### src/rtl/csa_pkg.sv
// ---------------------------------------------------------------------------
// csa_pkg
//   Shared definitions for the carry-save accumulation sequencer: default
//   datapath/count widths and the sequencer state encoding.
// ---------------------------------------------------------------------------
`timescale 1ns/1ps
package csa_pkg;

  localparam int WIDTH_DEF = 8;  // operand/result width
  localparam int CNT_W_DEF = 4;  // operand count width

  typedef enum logic [1:0] {
    IDLE    = 2'd0,
    ACCUM   = 2'd1,
    RESOLVE = 2'd2,
    DONE    = 2'd3
  } stateT;

endpackage

### src/rtl/carry_save_adder.sv
// ---------------------------------------------------------------------------
// carry_save_adder
//   Purely combinational 3:2 compressor. Reduces three WIDTH-bit operands to
//   a redundant (sum, carry) pair whose ordinary sum equals a+b+c mod 2^WIDTH.
// Ports
//   a, b, c        in   WIDTH  operands
//   sum            out  WIDTH  bitwise sum a^b^c
//   carry_shifted  out  WIDTH  majority(a,b,c) << 1; the MSB carry falls off,
//                              which is harmless because results wrap anyway
// ---------------------------------------------------------------------------
`timescale 1ns/1ps
module carry_save_adder #(
  parameter int WIDTH = 8
) (
  input  logic [WIDTH-1:0] a,
  input  logic [WIDTH-1:0] b,
  input  logic [WIDTH-1:0] c,
  output logic [WIDTH-1:0] sum,
  output logic [WIDTH-1:0] carry_shifted
);

  logic [WIDTH-1:0] majority;

  assign majority      = (a & b) | (a & c) | (b & c);
  assign sum           = a ^ b ^ c;
  assign carry_shifted = {majority[WIDTH-2:0], 1'b0};

endmodule

### src/rtl/csa_accum_sequencer.sv
// ---------------------------------------------------------------------------
// csa_accum_sequencer
//   Sums a burst of N operands. The running total is kept in carry-save form
//   (sum, carry) so each accepted operand costs one 3:2 compression with no
//   carry propagation; a single '+' in RESOLVE produces the final result.
//
// Handshake semantics (both interfaces): a transfer happens on a rising edge
//   where valid & ready are both high. The producer of valid holds it and its
//   data until that edge. in_ready and out_valid are pure decodes of the state
//   register, so neither depends combinationally on in_valid or out_ready.
//
// Ports
//   clk        in   1      rising-edge clock
//   rst        in   1      synchronous active-high reset
//   start      in   1      begin a burst (sampled only in IDLE)
//   count      in   CNT_W  operand count, latched with start
//   in_valid   in   1      operand valid
//   in_data    in   WIDTH  operand
//   in_ready   out  1      high in ACCUM
//   out_valid  out  1      high in DONE, held until out_ready
//   out_data   out  WIDTH  result register
//   out_ready  in   1      consumer accepts result
//   busy       out  1      high whenever state != IDLE
// ---------------------------------------------------------------------------
`timescale 1ns/1ps
module csa_accum_sequencer
  import csa_pkg::*;
#(
  parameter int WIDTH = WIDTH_DEF,
  parameter int CNT_W = CNT_W_DEF
) (
  input  logic             clk,
  input  logic             rst,
  input  logic             start,
  input  logic [CNT_W-1:0] count,
  input  logic             in_valid,
  input  logic [WIDTH-1:0] in_data,
  output logic             in_ready,
  output logic             out_valid,
  output logic [WIDTH-1:0] out_data,
  input  logic             out_ready,
  output logic             busy
);

  stateT            state;
  stateT            stateNext;
  logic [CNT_W-1:0] remaining;
  logic [WIDTH-1:0] sumReg;
  logic [WIDTH-1:0] carryReg;
  logic [WIDTH-1:0] resultReg;
  logic [WIDTH-1:0] csaSum;
  logic [WIDTH-1:0] csaCarry;
  logic             accept;

  // An operand is taken only while accumulating; in_valid elsewhere is ignored.
  assign accept = in_valid && (state == ACCUM);

  carry_save_adder #(
    .WIDTH(WIDTH)
  ) u_csa (
    .a            (sumReg),
    .b            (carryReg),
    .c            (in_data),
    .sum          (csaSum),
    .carry_shifted(csaCarry)
  );

  // State register
  always_ff @(posedge clk) begin
    if (rst) begin
      state <= IDLE;
    end else begin
      state <= stateNext;
    end
  end

  // Next-state logic
  always_comb begin
    stateNext = state;
    unique case (state)
      IDLE: begin
        if (start) begin
          stateNext = (count == '0) ? DONE : ACCUM;
        end
      end
      ACCUM: begin
        if (accept && (remaining == CNT_W'(1))) begin
          stateNext = RESOLVE;
        end
      end
      RESOLVE: begin
        stateNext = DONE;
      end
      DONE: begin
        if (out_ready) begin
          stateNext = IDLE;
        end
      end
      default: stateNext = IDLE;
    endcase
  end

  // Output decode: every output is a function of registered state only.
  always_comb begin
    in_ready  = 1'b0;
    out_valid = 1'b0;
    busy      = 1'b1;
    unique case (state)
      IDLE:    busy      = 1'b0;
      ACCUM:   in_ready  = 1'b1;
      RESOLVE: ;
      DONE:    out_valid = 1'b1;
      default: busy      = 1'b0;
    endcase
  end

  assign out_data = resultReg;

  // Datapath: remaining counter, redundant accumulator, result register.
  // resultReg only changes on a zero-length start or in RESOLVE, so it is
  // stable for the whole DONE phase.
  always_ff @(posedge clk) begin
    if (rst) begin
      remaining <= '0;
      sumReg    <= '0;
      carryReg  <= '0;
      resultReg <= '0;
    end else begin
      unique case (state)
        IDLE: begin
          if (start) begin
            remaining <= count;
            sumReg    <= '0;
            carryReg  <= '0;
            if (count == '0) begin
              resultReg <= '0;
            end
          end
        end
        ACCUM: begin
          if (accept) begin
            sumReg    <= csaSum;
            carryReg  <= csaCarry;
            remaining <= remaining - CNT_W'(1);
          end
        end
        RESOLVE: begin
          resultReg <= sumReg + carryReg;
        end
        DONE: ;
        default: ;
      endcase
    end
  end

endmodule

### config.mk
export PLATFORM = sky130hd
export DESIGN_NAME = csa_accum_sequencer
export DESIGN_NICKNAME = d
export VERILOG_FILES = /design/src/rtl/csa_pkg.sv /design/src/rtl/carry_save_adder.sv /design/src/rtl/csa_accum_sequencer.sv
export SDC_FILE = /design/constraint.sdc
export NUM_CORES = 1
export LEC_CHECK = 0
export BUFFER_PORTS_ARGS = -buffer_cell sky130_fd_sc_hd__buf_2
export CORE_ASPECT_RATIO = 0.9
export CORE_MARGIN = 8
export CORE_UTILIZATION = 30
export DETAILED_ROUTE_END_ITERATION = 7
export GPL_ROUTABILITY_DRIVEN = 1
export PLACE_DENSITY = 0.55
export SYNTH_ARGS = -nofsm -noshare
export SYNTH_HDL_FRONTEND = slang
export SYNTH_SLANG_ARGS = --single-unit
### constraint.sdc
create_clock -name clk -period 2.1 [get_ports clk]
set_input_delay 0.42 -clock clk [delete_from_list [all_inputs] [get_ports clk]]
set_output_delay 0.42 -clock clk [all_outputs]
set_load 0.02 [all_outputs]
# Word-level counts from Yosys, hierarchy flattened
# Index checks and enable logic that the tools add are counted.
word_totals:
  ff_bits: 30
  output_inout_bits: 11
  elab_cells: 51
classes:
  addsub: 2
  eq_ne: 9
  mux: 19
  n_bitwise: 7
  n_reduce_logical: 9
ops:
  columns: ["cell", "n"]
  rows:
  - ["$pmux W8 S2", 3]
  - ["$mux W8", 5]
  - ["$and A7 B7 Y7", 3]
  - ["$xor A8 B8 Y8", 2]
  - ["$or A7 B7 Y7", 2]
  - ["$reduce_and A3 Y1", 3]
  - ["$add A8 B8 Y8", 1]
  - ["$mux W2", 4]
  - ["$mux W4", 2]
  - ["$ne A2 B2 Y1 const B", 4]
  - ["$pmux W2 S4", 1]
  - ["$pmux W4 S2", 1]
  - ["$eq A2 B2 Y1 const B", 2]
  - ["$eq A4 B1 Y1 const B", 1]
  - ["$logic_not A4 Y1", 1]
  - ["$reduce_bool A2 Y1", 2]
  - ["$sub A4 B1 Y4 const B", 1]
  - ["$mux W1", 3]
  - ["$eq A2 B1 Y1 const B", 1]
  - ["$logic_and A1 B1 Y1", 2]
  - ["$logic_not A2 Y1", 1]
  - ["$ne A2 B1 Y1 const B", 1]

# Logic depth before layout (Yosys ltp)
# Gate-level depths: netlist of run 1.
logic_depth:
  depth_word: 5
  ltp_mapped: 7
  mapped_depth_nobuf: 6

# Modules after synthesis
# From an unflattened synthesis of run 1, not the netlist that was laid out.
hier_totals:
  hier_cells: 212
  area_unflattened_um2: 1865.5
modules_own_cells:
  columns: ["module", "n_inst", "cells_per_inst", "area_per_inst_um2", "seq_area_each_um2"]
  rows:
  - ["csa_accum_sequencer", 1, 202, 1690.4, 600.6]
  - ["carry_save_adder", 1, 10, 175.2, 0.0]

# Worst setup path before layout of run 1
# No wires, ideal clock.
synth_timing:
  path_type: "flip-flop to flip-flop"
  startpoint: "reg sumReg[1]"
  endpoint: "reg resultReg[7] (netlist: out_data[7])"
  setup_time_ns: 0.073
  arrival_time_ns: 1.821
  setup_slack_ns: 0.206
  path_stages_with_launch: 7
  path_buffers: 0
  period_less_slack_ns: 1.894
  cell_sequence: "dfxtp_1 ha_1 fa_1 a211oi_1 o21bai_1 a2111o_1 o211ai_2"
synth_via:
  elab_chain_len: 2
synth_rtl:
  columns: ["element", "line", "source"]
  rows:
  - ["start: declaration", "csa_accum_sequencer.sv:48", "logic [WIDTH-1:0] sumReg;"]
  - ["start signal: assignment", "csa_accum_sequencer.sv:142", "sumReg <= csaSum;"]
  - ["$add A8 B8 Y8", "csa_accum_sequencer.sv:148", "resultReg <= sumReg + carryReg;"]
  - ["$pmux W8 S2", "csa_accum_sequencer.sv:129", "unique case (state)"]
  - ["end signal: assignment", "csa_accum_sequencer.sv:148", null]
  - ["end: declaration", "csa_accum_sequencer.sv:50", "logic [WIDTH-1:0] resultReg;"]
# No other way between the ends.
# A chain may end at the register's enable or synchronous reset.

# Worst setup path in the final report of run 1
# Ends and elaborated chain as after synthesis.

==> results of run 1 <==
layer usage:
layer | vias up | part of all wire [%] | GRT usage (%) | wire length, um
li1 | 718 | - | - | -
met1 | 648 | 50 | 12.6 | 1890
met2 | 30 | 41 | 14.8 | 1560
met3 | 8 | 6.5 | 3.10 | 245
met4 | 0 | 1.9 | 4.67 | 73
met5 | - | 0 | 0 | 0
sequential cells by signal, indices dropped and copies added (netlist names):
register	count
carryReg	7
remaining	4
out_data	8
state	2
sumReg	8
cell type report:
type / instances / area share, %
Inverter: 7 / 1.30
Tap cell: 70 / 4.33
Multi-Input combinational cell: 136 / 51.8
Clock buffer: 7 / 4.27
Timing Repair Buffer: 35 / 9.65
Sequential cell: 29 / 28.7
per-stage QoR:
stage                     hold WS, ns  setup slack, ns  util (%)
final                           0.452            0.156      36.6
after floorplan                 0.457            0.206         -
after global routing            0.478           0.0429      36.6
after detailed placement        0.447           0.0550      34.8
after CTS                       0.455           0.0712      36.4
after global placement          0.442            0.103      34.8
layout by cell type, fill, tap and decap left out, types with 2 or more instances in the layout:
master     n
fa_1       7
or4b_1     2
a2111o_1   2
clkbuf_8   6
nor2_1    21
mux2i_1    2
o21ai_0    4
a22oi_1   14
o21bai_1   2
buf_2     27
xor2_1     2
or3_1      3
nor2b_1    4
dfxtp_1   29
nand3b_1   4
nand2_1    9
ha_1      14
nand3_1    4
a21o_1     3
o21ai_1    3
a211oi_1   6
buf_4      8
a21oi_1   13
inv_1      7
nand2b_1   2
worst paths after layout:
check / cells past startpoint / end
worst min-delay path: 2 / out_data[3]
worst max register to register: 6 / out_data[7]
worst max-delay path: 6 / out_data[7]
worst min register to register: 2 / out_data[3]
report_power, final:
| group | internal (uW) | leakage, uW | switching, uW |
|---|---|---|---|
| sequential | 620 | 0.000235 | 74.5 |
| clock | 259 | 0.0000443 | 199 |
| combinational | 355 | 0.000586 | 502 |
cells by family after synthesis:
group | count (synthesis) | share of synthesized area, %
AOI/OAI and AO/OA | 56 | 23.0
xor gates and xnor gates | 3 | 1.57
adders and majority gates | 21 | 18.8
buffers and inverters | 16 | 3.73
DFF | 29 | 34.6
muxes | 2 | 1.19
and+or+nand+nor | 54 | 17.2
worst max-delay path, stage by stage (launching register included):
cell and delay, ns:
dfxtp_1 0.33, ha_1 0.24, fa_1 0.44, a211oi_2 0.26
o21bai_1 0.11, a2111o_1 0.42, o211ai_2 0.06
repair_timing:
action	in CTS	in global routing
gates resized for setup	0	2
hold buffers	0	0
endpoints found under the setup margin	0	7
==> results.toml, run 1 <==
[yosys]
synth_cell_types = 38
synthCells = 181
syn_area_per_cell_um2 = 9.28
synth.most_common_cell = "dfxtp_1"
synth_edf_count = 0
synth_area_leaders = "dfxtp_1 (35%), ha_1 (10%), fa_1 (8.3%)"
ys_seq_area_share_pct = 34.6
yosys.area.top_type = "dfxtp_1"
yosys_warnings = 0
async_reset_ff_share_pct = 0
synth-seq-cells = 29
syn_nets = 219
syn_area_um2 = 1680
ys.flop_type = "dfxtp_1"
synth_top_area_share_pct = 34.6
synth_common_cells = "dfxtp_1 (29), nor2_1 (21), a22oi_1 (14), ha_1 (14), a21oi_1 (13)"

[worst_hold_path]
hold_start = "out_data[3]"
hold_path_class = "reg2reg"

[global_routing]
grt_max_degree = 23
grt_overflow = 0
grt_pass1_wl_um = 6490
antenna_found_initial = 0
grt_util_all_layers_pct = 9.92
grt_pass1_vias = 1385

[placement]
gp_congestion = 0.748
hpwl_um = 2910
portBuffers = 27
dpl_cell_area_um2 = 1930
dp_cells = 277

[sta]
tightest_slew_ns = 0.484
clock_skew_ns = 0.00261
max_freq_mhz = 514
slew_headroom_pct = 67.7
setup-tns-final_ns = 0
hold_viol = 0
fin_crit_sh_pct = 92.6
setup_viol = 0
rsz0062_at_grt = "no"
slew_violations = 0
min_period_ns = 1.94

[cts]
cts_buffers = 5
cts_setup_buffers = 0
htreeDepth = 2
clkTransAtPathRegs_ns = 0.06
cts_tree = "built"
clockBufferDepth = 2
clkLatencyLatePin_ns = 0.28
cts.root.buffer_cell = "clkbuf_8"
clkSinkCount = 29

[drt]
first_pass_iters = 4
drtAntennaViolNets = 0
wl_per_cell_um = 13.3
num_vias = 1404
drc = 0
first_iter_violations = 107
routed_wl_um = 3770
viasPerCell = 4.94

[pwr]
power.density_nw_per_um2 = 993
leakage_uw = 0.000865
fin_total_pwr_uw = 2010
irDropWorstVdd_v = 0.000561

[floorplanning]
core-area_um2 = 5530
initial_core_util_pct = 30.4
io_pins = 28
num_rows = 26
die_x_um = 94.9
dieArea_um2 = 8250
die_y_um = 87.0

[final_layout]
final_area_um2 = 2020
area_delta_synth_final_pct = 20.5
drive_gt1_share_pct = 21.5
multiInputGateArea_um2 = 1050
design.final.nets = 252
fillers = 579
num_antenna_cells = 0
final_cells = 284
seq_area_um2 = 581

[setup_path]
critPathMaxFanout = 3
start_kind = "register"
end_kind = "register"
rrSetupSlack_ns = 0.16
required_ns = 2.31
reg2reg_from = "sumReg[1]"
crit_arrival_ns = 2.15
critPathKind = "reg2reg"
cp-startpoint = "sumReg[1]"

[outcome]
outcome = "finished, final reports clean"

[run]
drv_cap = 0
Note: power is estimated with default switching activity, not from simulation.
==> inputs of run 2 (changes only) <==
GPL_TIMING_DRIVEN = 0   (was not set)
PLACE_DENSITY = 0.6   (was 0.55)
==> run 2 against run 1 <==
Setup slack worse by 0.043 ns. Via count is 0.50% higher. Highest routed layer unchanged. Largest cell class unchanged. Combinational power is 4.0% lower. Clock skew is 0.0030 ns higher. Utilization is 0.18 points lower. Power is 0.66% higher. Cell area is 0.49% lower. Global-route usage is 0.41 points higher. Critical path depth stayed put. Fmax is 2.1% lower.
==> results.toml, run 2 (synthesized netlist as in run 1, its figures left out) <==
[floorplanning]
num_rows = 26
io_pins = 28
die_x_um = 94.9
initial_core_util_pct = 30.4
die_y_um = 87.0
dieArea_um2 = 8250
core-area_um2 = 5530

[pwr]
switchingPower_uw = 797
power_frac_comb_pct = 40.7
p_seq_share_pct = 34.4
leakage_uw = 0.000855
p_sw_share_pct = 39.4
p_clk_share_pct = 24.9
power.density_nw_per_um2 = 1000
irDropWorstVdd_v = 0.000275
internal_power_uw = 1230

[setup_path]
cp_cell_sequence = "ha_1, fa_1, a211oi_2, o21bai_1, a2111o_1, o211ai_2"
required_ns = 2.31
crit_arrival_ns = 2.20
end_kind = "register"
reg2reg_from = "sumReg[1]"
critPathKind = "reg2reg"
start_kind = "register"
cp-startpoint = "sumReg[1]"
crit_buf_inv = 0
critPathMaxFanout = 3
cp_slowest_cell = "fa_1"
slowest_delay_ns = 0.44
cp_top_family = "compound AO/OA/AOI/OAI gates"

[global_routing]
grt_util_all_layers_pct = 10.3
antenna_found_initial = 0
grt_overflow = 0
grt_max_degree = 11
grt_pass1_vias = 1394
grt_pass1_wl_um = 6690

[sta]
setup_viol = 0
hold_viol = 0
clock_skew_ns = 0.00565
min_period_ns = 1.99
setup-tns-final_ns = 0
tightest_slew_ns = 0.523
max_freq_mhz = 503
slew_violations = 0
fin_crit_sh_pct = 94.6
rsz0062_at_grt = "yes"
slew_headroom_pct = 65.2

[run]
drv_cap = 0

[cts]
clkSinkCount = 29
htreeDepth = 2
clkTransAtPathRegs_ns = 0.06
clkLatencyLatePin_ns = 0.28
cts.root.buffer_cell = "clkbuf_8"
cts_buffers = 5
clockBufferDepth = 2
cts_tree = "built"

[placement]
hpwl_um = 2990
portBuffers = 27
gp_congestion = 0.796

[worst_hold_path]
hold_start = "out_data[2]"
hold_path_class = "reg2reg"

[drt]
drtAntennaViolNets = 0
viasPerCell = 4.93
routed_wl_um = 3990
num_vias = 1411
wl_per_cell_um = 13.9
first_iter_violations = 48
drc = 0
first_pass_iters = 4

[final_layout]
design.final.nets = 253
drive_gt1_share_pct = 20.4
num_antenna_cells = 0
final_cell_mix = "buf_2 (29), dfxtp_1 (29), nor2_1 (20)"
area_delta_synth_final_pct = 19.9
fin_util_pct = 36.4

[outcome]
outcome = "finished, final reports clean"
[run 2: changes by cell type in the layout (fill, tap and decap cells not counted), sizes merged]
cell,previous run,this run
buf,35,29
clkbuf,7,14
clkinv,0,1
[run 2: path summary, 6_finish.rpt]
| check | end | slack (ns) | cells past startpoint |
|---|---|---|---|
| setup / recovery | out_data[7] | 0.11 | 6 |
| hold / removal | out_data[2] | 0.45 | 2 |
| hold reg to reg | out_data[2] | 0.45 | 2 |
| setup reg to reg | out_data[7] | 0.11 | 6 |
[run 2: power groups by stage]
stage,Clock (uW),Combinational (uW),Sequential [uW]
floorplan,0,609,686
global placement,0,812,702
detailed placement,0,823,705
CTS,521,829,693
global route,543,927,708
finish,504,823,695
[run 2: layer usage]
| layer | wire length [um] | vias up | track usage (%) |
|---|---|---|---|
| met5 | 0 | - | 0 |
| met4 | 64 | 0 | 5.24 |
| met3 | 365 | 7 | 4.05 |
| met2 | 1670 | 34 | 14.6 |
| met1 | 1890 | 641 | 13.2 |
| li1 | - | 729 | - |
[run 2: worst min-delay path, delay by kind of cell (launching register included)]
family           cells  cell delay, ns
flip-flops           1            0.30
AO/OA/AOI/OAI        1            0.05
AND/OR/NAND/NOR      1            0.05
[run 2: layout make-up]
cell class                 count  area, um^2
fill                         590        3520
tap                           70        87.6
timing repair buffer          27         135
multi-input combinational    136        1040
buffer                         9        38.8
sequential                    29         581
clock buffer                   7        96.3
inverter                       7        26.3
clock inverter                 1        5.00
[run 2: timing repair]
action	4_1_cts	5_1_grt
resized for setup	1	4
buffers inserted	0	0
hold buffers	0	0
endpoints found under the setup margin	10	14
[run 2: per-stage QoR]
stage	cells	total power, uW	cell area, um^2	worst slack (ns)	hold WS, ns
2_1_floorplan	181	1300	1680	0.206	0.457
5_1_grt	286	2180	2010	-0.00349	0.465
3_5_place_dp	278	1530	1900	-0.0561	0.443
6_report	286	2020	2010	0.114	0.448
4_1_cts	286	2040	2000	0.0570	0.450
3_3_place_gp	278	1510	1900	-0.0468	0.439
